File: config.mk
export PLATFORM = sky130hd
export DESIGN_NAME = celebration_ctrl
export DESIGN_NICKNAME = d
export VERILOG_FILES = /design/src/rtl/celebration_ctrl.sv
export SDC_FILE = /design/constraint.sdc
export NUM_CORES = 1
export LEC_CHECK = 0
export BUFFER_PORTS_ARGS = -buffer_cell sky130_fd_sc_hd__buf_2
export CAP_MARGIN = 20
export CORE_ASPECT_RATIO = 1.2
export CORE_UTILIZATION = 30
export DETAILED_ROUTE_END_ITERATION = 8
export PLACE_DENSITY = 0.55
export REMOVE_ABC_BUFFERS = 1
export SLEW_MARGIN = 20
export SYNTH_ARGS = -nofsm -noshare
export SYNTH_HDL_FRONTEND = slang
export SYNTH_SLANG_ARGS = --single-unit
File: constraint.sdc
create_clock -name clk -period 2.19 [get_ports clk]
set_input_delay 0 -clock clk [delete_from_list [all_inputs] [get_ports clk]]
set_output_delay 0 -clock clk [all_outputs]
set_load 0.03 [all_outputs]
File: src/rtl/celebration_ctrl.sv
// Win celebration sequencer: waits a few OLED frames after a win, then blinks the
// celebration glyphs in SHOW/BLANK phases for a fixed number of frames.
module celebration_ctrl #(
   parameter int unsigned ARM_FRAMES   = 2,
   parameter int unsigned HOLD_FRAMES  = 120,
   parameter int unsigned BLINK_FRAMES = 8
) (
   input  logic       clk,
   input  logic       rst_n,
   input  logic       win_pulse,
   input  logic       frame_begin,
   input  logic       skip,
   output logic       celebrationState,
   output logic       busy,
   output logic       done_pulse,
   output logic [7:0] frames_left,
   output logic [3:0] win_count
);

   localparam int unsigned FL_W    = 8;
   localparam int unsigned WC_W    = 4;
   localparam int unsigned ARM_W   = (ARM_FRAMES < 1) ? 1 : $clog2(ARM_FRAMES + 1);
   localparam int unsigned PHASE_W = (BLINK_FRAMES < 1) ? 1 : $clog2(BLINK_FRAMES + 1);

   localparam logic [FL_W-1:0]    HOLD_INIT  = FL_W'(HOLD_FRAMES);
   localparam logic [WC_W-1:0]    WC_MAX     = '1;
   localparam logic [ARM_W-1:0]   ARM_LAST   = ARM_W'(ARM_FRAMES);
   localparam logic [PHASE_W-1:0] PHASE_LAST = PHASE_W'(BLINK_FRAMES);

   typedef enum logic [2:0] {
      IDLE  = 3'd0,
      ARM   = 3'd1,
      SHOW  = 3'd2,
      BLANK = 3'd3,
      DONE  = 3'd4
   } state_e;

   state_e             state_q, state_d;
   logic [ARM_W-1:0]   arm_cnt_q, arm_cnt_d;
   logic [PHASE_W-1:0] phase_cnt_q, phase_cnt_d;
   logic [FL_W-1:0]    frames_left_q, frames_left_d;
   logic [WC_W-1:0]    win_count_q, win_count_d;
   logic               celebration_q, celebration_d;
   logic               busy_q, busy_d;
   logic               done_pulse_q, done_pulse_d;

   logic [ARM_W-1:0]   arm_inc;
   logic [PHASE_W-1:0] phase_inc;
   logic [FL_W-1:0]    fl_dec;

   // State, datapath and registered outputs
   always_ff @(posedge clk or negedge rst_n) begin
      if (!rst_n) begin
         state_q       <= IDLE;
         arm_cnt_q     <= '0;
         phase_cnt_q   <= '0;
         frames_left_q <= '0;
         win_count_q   <= '0;
         celebration_q <= 1'b0;
         busy_q        <= 1'b0;
         done_pulse_q  <= 1'b0;
      end else begin
         state_q       <= state_d;
         arm_cnt_q     <= arm_cnt_d;
         phase_cnt_q   <= phase_cnt_d;
         frames_left_q <= frames_left_d;
         win_count_q   <= win_count_d;
         celebration_q <= celebration_d;
         busy_q        <= busy_d;
         done_pulse_q  <= done_pulse_d;
      end
   end

   assign arm_inc   = arm_cnt_q + ARM_W'(1);
   assign phase_inc = phase_cnt_q + PHASE_W'(1);
   // Saturate at zero so frames_left can never wrap.
   assign fl_dec    = (frames_left_q == '0) ? '0 : frames_left_q - FL_W'(1);

   // Next state and counters; frames_left reaching zero outranks the blink toggle
   always_comb begin
      state_d       = state_q;
      arm_cnt_d     = arm_cnt_q;
      phase_cnt_d   = phase_cnt_q;
      frames_left_d = frames_left_q;
      win_count_d   = win_count_q;

      case (state_q)
         IDLE: begin
            if (win_pulse) begin
               state_d       = ARM;
               frames_left_d = HOLD_INIT;
               phase_cnt_d   = '0;
               arm_cnt_d     = '0;
               if (win_count_q != WC_MAX) begin
                  win_count_d = win_count_q + WC_W'(1);
               end
            end
         end

         ARM: begin
            if (skip) begin
               state_d       = DONE;
               frames_left_d = '0;
            end else if (ARM_FRAMES == 0) begin
               state_d     = SHOW;
               phase_cnt_d = '0;
            end else if (frame_begin) begin
               arm_cnt_d = arm_inc;
               if (arm_inc == ARM_LAST) begin
                  state_d     = SHOW;
                  phase_cnt_d = '0;
               end
            end
         end

         SHOW, BLANK: begin
            if (skip) begin
               state_d       = DONE;
               frames_left_d = '0;
            end else if (frame_begin) begin
               frames_left_d = fl_dec;
               if (fl_dec == '0) begin
                  state_d     = DONE;
                  phase_cnt_d = '0;
               end else if (phase_inc == PHASE_LAST) begin
                  phase_cnt_d = '0;
                  state_d     = (state_q == SHOW) ? BLANK : SHOW;
               end else begin
                  phase_cnt_d = phase_inc;
               end
            end
         end

         DONE: begin
            state_d = IDLE;
         end

         default: begin
            state_d = IDLE;
         end
      endcase
   end

   // Outputs are decoded from the next state so the flops line up with state_q
   always_comb begin
      celebration_d = 1'b0;
      busy_d        = 1'b0;
      done_pulse_d  = 1'b0;
      case (state_d)
         ARM:     busy_d = 1'b1;
         SHOW: begin
            busy_d        = 1'b1;
            celebration_d = 1'b1;
         end
         BLANK:   busy_d = 1'b1;
         DONE: begin
            busy_d       = 1'b1;
            done_pulse_d = 1'b1;
         end
         default: begin
            busy_d = 1'b0;
         end
      endcase
   end

   assign celebrationState = celebration_q;
   assign busy             = busy_q;
   assign done_pulse       = done_pulse_q;
   assign frames_left      = frames_left_q;
   assign win_count        = win_count_q;

endmodule
# After elaboration in Yosys (flattened, before gate mapping)
# Cells that the tools add are included.
# word_totals
register_bits	24
in_bits	5
out_inout_bits	15
wordCells	73
# classes
addsub	4
eq_ne	18
n_mux	32
reduce_logical	11
# op_table
op	n
two-way mux 8 bit	5
two-way mux 4 bit	8
two-way mux 3 bit	8
case mux 8 bit (3 select lines)	1
logical NOT 8 bit	2
inequality test 2 bit (second input constant)	7
equality test 3 x 2 -> 1 bit (second input constant)	4
case mux 4 bit (3 select lines)	1
case mux 3 bit (3 select lines)	1
adder 4 x 1 -> 4 bit (second input constant)	2
AND reduction 4 bit	2
subtractor 8 x 1 -> 8 bit (second input constant)	1
AND reduction 7 bit	1
equality test 3 x 1 -> 1 bit (second input constant)	2
two-way mux 2 bit	3
equality test 4 bit (second input constant)	1
two-way mux 1 bit	4
inequality test 4 bit (second input constant)	1
case mux 2 bit (2 select lines)	1
OR reduction 4 bit	1
equality test 3 bit (second input constant)	1
logical NOT 3 bit	1
inequality test 3 bit (second input constant)	1
AND reduction 3 bit	1
other kinds (5)	5

# Longest topological paths before layout
# Gate-level depths: netlist (run 1).
# depth
word_depth	10
depth_mapped	7
depth_no_buf	7

# Worst setup path after synthesis (run 1)
# No wires, ideal clock.
# synth_path
path_type	register to register
from	register frames_left_q[0], in the netlist frames_left[0]
to	register phase_cnt_q[1]
setup_ns	0.121
t_arrival_ns	1.892
t_required_ns	2.069
slack_ns	0.177
path_stages_with_launch	7
path_buffers	0
period_less_slack_ns	2.013
cell_sequence	dfrtp_1 inv_1 ha_1 nand4_1 a221oi_4 nor2_2 a22o_1
# synth_via
elab_chain_len	7
# synth_rtl
item	line_no	text
start: declaration	41	logic [FL_W-1:0] frames_left_q, frames_left_d;
start signal: assignment	66	frames_left_q <= frames_left_d;
subtractor 8 x 1 -> 8 bit or logical NOT 8 bit (tied branches)	77	assign fl_dec = (frames_left_q == '0) ? '0 : frames_left_q - FL_W'(1);
two-way mux 8 bit (*)	77	
logical NOT 8 bit (*)	122	if (fl_dec == '0) begin
two-way mux 4 bit (*)	122	
two-way mux 4 bit (*)	120	end else if (frame_begin) begin
two-way mux 4 bit (*)	117	if (skip) begin
case mux 4 bit (3 select lines) (*)	87	case (state_q)
end signal: assignment	65	phase_cnt_q <= phase_cnt_d;
end: declaration	40	logic [PHASE_W-1:0] phase_cnt_q, phase_cnt_d;
# Mark *: on every way between the ends. The rest lies on a longest branch, timed or not. The select of a mux whose other input is x is not followed.
# A chain may end at the register's enable or synchronous reset.

# Final worst setup path (run 1)
# Same ends and word-level chain as after synthesis.

==> reports/summary.txt, run 1 <==
Synth unique cells: 42
Max clock buf depth: 2
Worst hold slack: 0.0349 ns
Seq/Total Area, Yosys: 41.5%
Vias in the first global route: 1,119
HPWL after DPL: 2230 um
Max stage delay cell, worst path: dfrtp_2
Ys async rst share: 100%
Clock power share: 15.0%
TritonCTS Buffers: 3
Sw frac: 45.4%
Final setup viols: 0
Pleak: 0.000744 uW
Rel. slew slack: 63.9%
Pwr Total: 2030 uW
Die X: 65.4 um
Critical path class: flip-flop to flip-flop
Pre-CTS setup slack: 0.191 ns
Initial antenna violation count: 0
Post-synth top cells: dfrtp_1 (24), a21oi_1 (15), nand2_1 (15)
Fin worst setup slack: 0.260 ns
Yosys reg bits: 24
Most common cell in the netlist: dfrtp_1
Startpoint Class: flip-flop
Post-Syn Instances: 155
Layout cells sized above 1: 19.3%
GRT Total Usage: 13.2%
Critical path cell sequence: inv_1 -> ha_1 -> nor3b_2 -> a31oi_1 -> a221oi_4 -> nor2_2 -> a22o_1
Setup bufs post-CTS: 0
Initial Util: 31.3%
GRT overflow: 0
TritonCTS clock tree: built
First-pass GRT wire length: 5290 um
Antenna diode count: 0
TritonCTS Sinks: 24
Area Growth Syn to Fin: 15.9%
Maximum number of pins on one net before global-route repair: 25
Largest cells by area after synthesis: dfrtp_1 (41%), a21oi_1 (5.2%), ha_1 (5.2%)
Post-synth EDFFs: 0
H-tree Lvls: 1
Setup crit end kind: flip-flop
Fillers: 488
Avg Cell Area, Syn: 9.34 um2
Yosys warns: 0
DIE HEIGHT: 78.1 um
Crit path max fanout: 8
Die area: 5110 um2
Post-Syn Area: 1450 um2
Max incr delay on CP: 0.48 ns
WL final: 3050 um
Row cnt: 27
Crit path buf inv count: 1
Drt first-iter violations: 31
Int Pwr: 1110 uW
Final hold vios: 0
Core Region: 4630 um2
Detailed Routing Iterations Pass 1: 4
RSZ-0062 raised after global routing: false
Logic gate share of total power: 48.2%
Vias: 1,222
WL per Instance: 13.0 um
Status: complete, no violations
Final setup skew: 0.00277 ns
Clock slew at reported path FFs: 0.09 ns
Post-route setup TNS: 0 ns
Worst EP required: 2.35 ns
Worst IR drop on VDD: 0.000663 V
Flop pwr share: 36.8%
Final core occ: 36.3%
I/O Pins: 20
Pins Over Slew Limit: 0
Slew @ Worst Pin: 0.541 ns
CTS root buf: clkbuf_8
I/O Buffers: 19
Placer congestion estimate: 0.858
Nets: 188
Max-cap violations: 0
Sw Pwr: 922 uW
CP top delay family: compound AO/OA/AOI/OAI gates
Fmax: 518 MHz
Critical Path AT: 2.09 ns
Synth Flop Type: dfrtp_1
Routed Antenna Nets: 0
Via density: 5.22
Cell Pwr Density: 1210 nW/um2
Crit share post-route: 88.1%
Fin crit period: 1.93 ns
# DRC: 0
Area leader, netlist: dfrtp_1
Synth top area share: 41.5%
Worst-skew pair later-pin latency: 0.27 ns
Hold/Removal Path Class: input port to flip-flop
==> state kept, by name, summed over array words and instances, names as in the netlist <==
| name | flops |
|---|---|
| celebrationState | 1 |
| done_pulse | 1 |
| state_q | 3 |
| busy | 1 |
| win_count | 4 |
| phase_cnt_q | 4 |
| frames_left | 8 |
| arm_cnt_q | 2 |
==> kinds of logic after synthesis <==
kind of cell	after synthesis	share of synthesized area (%)
simple gates	57	22.2
compound gates	50	23.8
flops	24	41.5
buf+inv	13	3.98
fa+ha+maj	6	5.19
mux	3	2.16
xor+xnor	2	1.21
==> stage by stage <==
step                instances  instance area (um2)
floorplan                 149                 1420
global placement          229                 1610
detailed placement        229                 1610
CTS                       234                 1670
global route              234                 1680
finish                    234                 1680
==> power by group through the flow <==
stage	sequential [uW]	combinational, uW	clock [uW]
after floorplan	921	543	0
after global placement	757	986	0
after detailed placement	752	985	0
after CTS	747	989	316
after global routing	775	1100	334
final	747	980	304
==> metal layers <==
layer,up-vias,wire length (um),global-route usage (%)
met5,-,0,0
met4,0,46,4.78
met3,5,98,2.18
met2,22,1430,20.0
met1,585,1480,18.6
li1,610,-,-
==> what timing repair did <==
action | in CTS | in global routing
endpoints found under the setup margin | 0 | 7
gates resized for setup | 0 | 2
hold buffers | 1 | 0
endpoints found under the hold margin | 24 | 0
==> final timing paths <==
path / from / to / slack [ns] / cells after the start
max in group asynchronous: rst_n / frames_left[0] / 1.56 / 2
min in group asynchronous: rst_n / win_count[3] / 0.24 / 2
min reg2reg: arm_cnt_q[1] / arm_cnt_q[1] / 0.50 / 2
min: win_pulse / busy / 0.03 / 3
max reg2reg: frames_left[0] / phase_cnt_q[1] / 0.26 / 7
max: frames_left[0] / phase_cnt_q[1] / 0.26 / 7
==> worst min-delay path, cell delays in order <==
cell	delay, ns
buf_2	0.10
inv_1	0.06
a21oi_1	0.09
==> final cells by class <==
| class | count | area, um2 | area share (%) |
|---|---|---|---|
| Clock buffer | 4 | 55.1 | 3.28 |
| Sequential cell | 24 | 602 | 35.9 |
| Timing Repair Buffer | 23 | 128 | 7.61 |
| Tap cell | 58 | 72.6 | 4.33 |
| Multi-Input combinational cell | 118 | 795 | 47.4 |
| Inverter | 7 | 26.3 | 1.57 |
==> placed cells by master (no fill, tap or decap), types with 2 or more instances in the layout <==
cell | synthesis | routed
nand2b_1 | 8 | 8
o22a_1 | 4 | 4
buf_4 | 0 | 3
nand4b_1 | 2 | 2
nand3_1 | 4 | 4
nor2_1 | 5 | 5
o21ai_0 | 9 | 9
o41ai_1 | 2 | 2
inv_1 | 7 | 7
nand2_1 | 15 | 15
a211oi_1 | 3 | 3
mux2i_1 | 2 | 2
ha_1 | 6 | 6
a22o_1 | 3 | 3
a21oi_1 | 15 | 15
a31oi_1 | 4 | 4
nor3_1 | 7 | 7
dfrtp_1 | 24 | 23
o21bai_1 | 2 | 2
a21o_1 | 3 | 3
clkbuf_8 | 0 | 4
buf_2 | 1 | 19
nand4_1 | 3 | 3
nor3b_1 | 3 | 2
(Power assumes the default switching activity.)
==> run 2: changes to the inputs <==
==> constraint.sdc (replaced) <==
create_clock -name clk -period 2.5 [get_ports clk]
set_input_delay 0 -clock clk [delete_from_list [all_inputs] [get_ports clk]]
set_output_delay 0 -clock clk [all_outputs]
set_load 0.03 [all_outputs]
==> reports/summary.txt, run 2 (same netlist as run 1, synthesis figures left out) <==
Drt first-iter violations: 47 (+52%)
Area Growth Syn to Fin: 15.0%
Max-cap violations: 0 (unchanged)
Antenna diode count: 0 (unchanged)
Routed Antenna Nets: 0 (unchanged)
TritonCTS clock tree: built
CTS root buf: clkbuf_8
Critical path class: flip-flop to flip-flop
Nets: 185 (-1.6%)
I/O Pins: 20 (unchanged)
Die area: 5110 um2 (unchanged)
Hold/Removal Path Class: input port to flip-flop
Most frequent cells in the layout: dfrtp_1 (24), buf_2 (19), nand2_1 (15), a21oi_1 (15), o21ai_0 (9)
Inst Count DP: 226 (-1.3%)
H-tree Lvls: 1 (unchanged)
Commonest non-fill, non-tap cell in the layout: dfrtp_1
Row cnt: 27 (unchanged)
Worst-skew pair later-pin latency: 0.27 ns (about the same)
WL per Instance: 12.7 um (-2.7%)
Vias: 1,208 (-1.1%)
Fmax: 494 MHz (-4.6%)
Via density: 5.23 (+0.14%)
Final core occ: 36.0% (-0.27 points)
RSZ-0062 raised after global routing: false
# DRC: 0 (unchanged)
Crit share post-route: 80.9% (-7.2 points)
Slew @ Worst Pin: 0.549 ns (+0.00741 ns)
Multi-input logic area: 790 um2 (-0.63%)
I/O Buffers: 19 (unchanged)
Crit path max fanout: 8 (unchanged)
FF/Latch Area: 601 um2 (-0.21%)
Detailed Routing Iterations Pass 1: 4 (unchanged)
TritonCTS Buffers: 3 (unchanged)
Status: complete, no violations
Fillers: 444 (-9.0%)
Rel. slew slack: 63.4% (-0.49 points)
Final setup skew: 0.00593 ns (+0.00316 ns)
Pins Over Slew Limit: 0 (unchanged)
Initial antenna violation count: 0 (unchanged)
Die X: 65.4 um (unchanged)
Cell Pwr Density: 1100 nW/um2 (-8.9%)
Clock slew at reported path FFs: 0.09 ns (about the same)
Post-route non-filler standard cell count: 231 (-1.3%)
Critical Path AT: 2.18 ns (+0.09 ns)
Maximum number of pins on one net before global-route repair: 25 (unchanged)
Startpoint Class: flip-flop
Final hold vios: 0 (unchanged)
Placer congestion estimate: 0.865 (+0.87%)
Layout cells sized above 1: 16.8% (-2.6 points)
WL final: 2930 um (-4.0%)
Max FFs per register: 8 (unchanged)
Setup bufs post-CTS: 0 (unchanged)
GRT overflow: 0 (unchanged)
Worst EP required: 2.66 ns (+0.31 ns)
GRT Total Usage: 12.3% (-0.88 points)
Pleak: 0.000734 uW (-1.4%)
TritonCTS Sinks: 24 (unchanged)
First-pass GRT wire length: 4890 um (-7.7%)
Fin crit period: 2.02 ns (+0.0934 ns)
Final setup viols: 0 (unchanged)
CTS resizes: 0 (unchanged)
DIE HEIGHT: 78.1 um (unchanged)
Core Region: 4630 um2 (unchanged)
Post-route setup TNS: 0 ns (unchanged)
Vias in the first global route: 1,045 (-6.6%)
Initial Util: 31.3% (unchanged)
Worst IR drop on VDD: 0.000641 V (-3.3%)
HPWL after DPL: 2110 um (-5.5%)
Setup crit end kind: flip-flop
Max clock buf depth: 2 (unchanged)
-- run 2: cell count changes in the layout (fill, tap and decap cells not counted), sizes merged --
cell    before  now
clkbuf       4    3
bufinv       0    1
buf         22   19
-- run 2: timing repair --
item,4_1_cts,5_1_grt
hold buffers,1,0
endpoints found under the hold margin,24,0
setup endpoints to repair,0,0
-- run 2: metal layers --
layer  GRT usage [%]  wire [um]
met5               0          0
met4            4.78         40
met3            1.89        115
met2            19.3       1400
met1            16.8       1380
-- run 2: per-stage QoR --
step / power, uW / cell area [um2] / hold WS [ns] / setup WS [ns]
after global routing: 1970 / 1670 / 0.0416 / 0.236
final: 1840 / 1670 / 0.0225 / 0.476
after detailed placement: 1500 / 1580 / 0.0210 / 0.479
after floorplan: 1280 / 1420 / -0.296 / 0.480
after global placement: 1510 / 1580 / 0.0253 / 0.529
after CTS: 1860 / 1670 / 0.0171 / 0.477
-- run 2: worst paths after layout --
check,depth (start not counted),end,startpoint,slack [ns]
min reg2reg,2,arm_cnt_q[1],arm_cnt_q[1],0.50
max,7,phase_cnt_q[1],frames_left[0],0.48
max reg2reg,7,phase_cnt_q[1],frames_left[0],0.48
max in group asynchronous,2,frames_left[7],rst_n,1.89
min,3,busy,win_pulse,0.02
min in group asynchronous,2,win_count[3],rst_n,0.23
-- run 2: power by group --
part           switching, uW  internal (uW)
Clock                    128            214
Combinational            525            312
Sequential               151            506
-- run 2: final cells by class --
class,count,area share (%)
multi-input combinational,118,47.4
inverter,7,1.58
clock inverter,1,1.80
sequential,24,36.1
clock buffer,3,2.48
timing repair buffer,20,6.31
tap,58,4.36
-- run 2: critical path, cell delays in order (launching register included) --
cell	delay [ns]
dfrtp_1	0.53
inv_1	0.11
ha_1	0.28
nor2_1	0.11
a31oi_1	0.13
a221oi_4	0.45
nor2_2	0.08
a22o_1	0.23
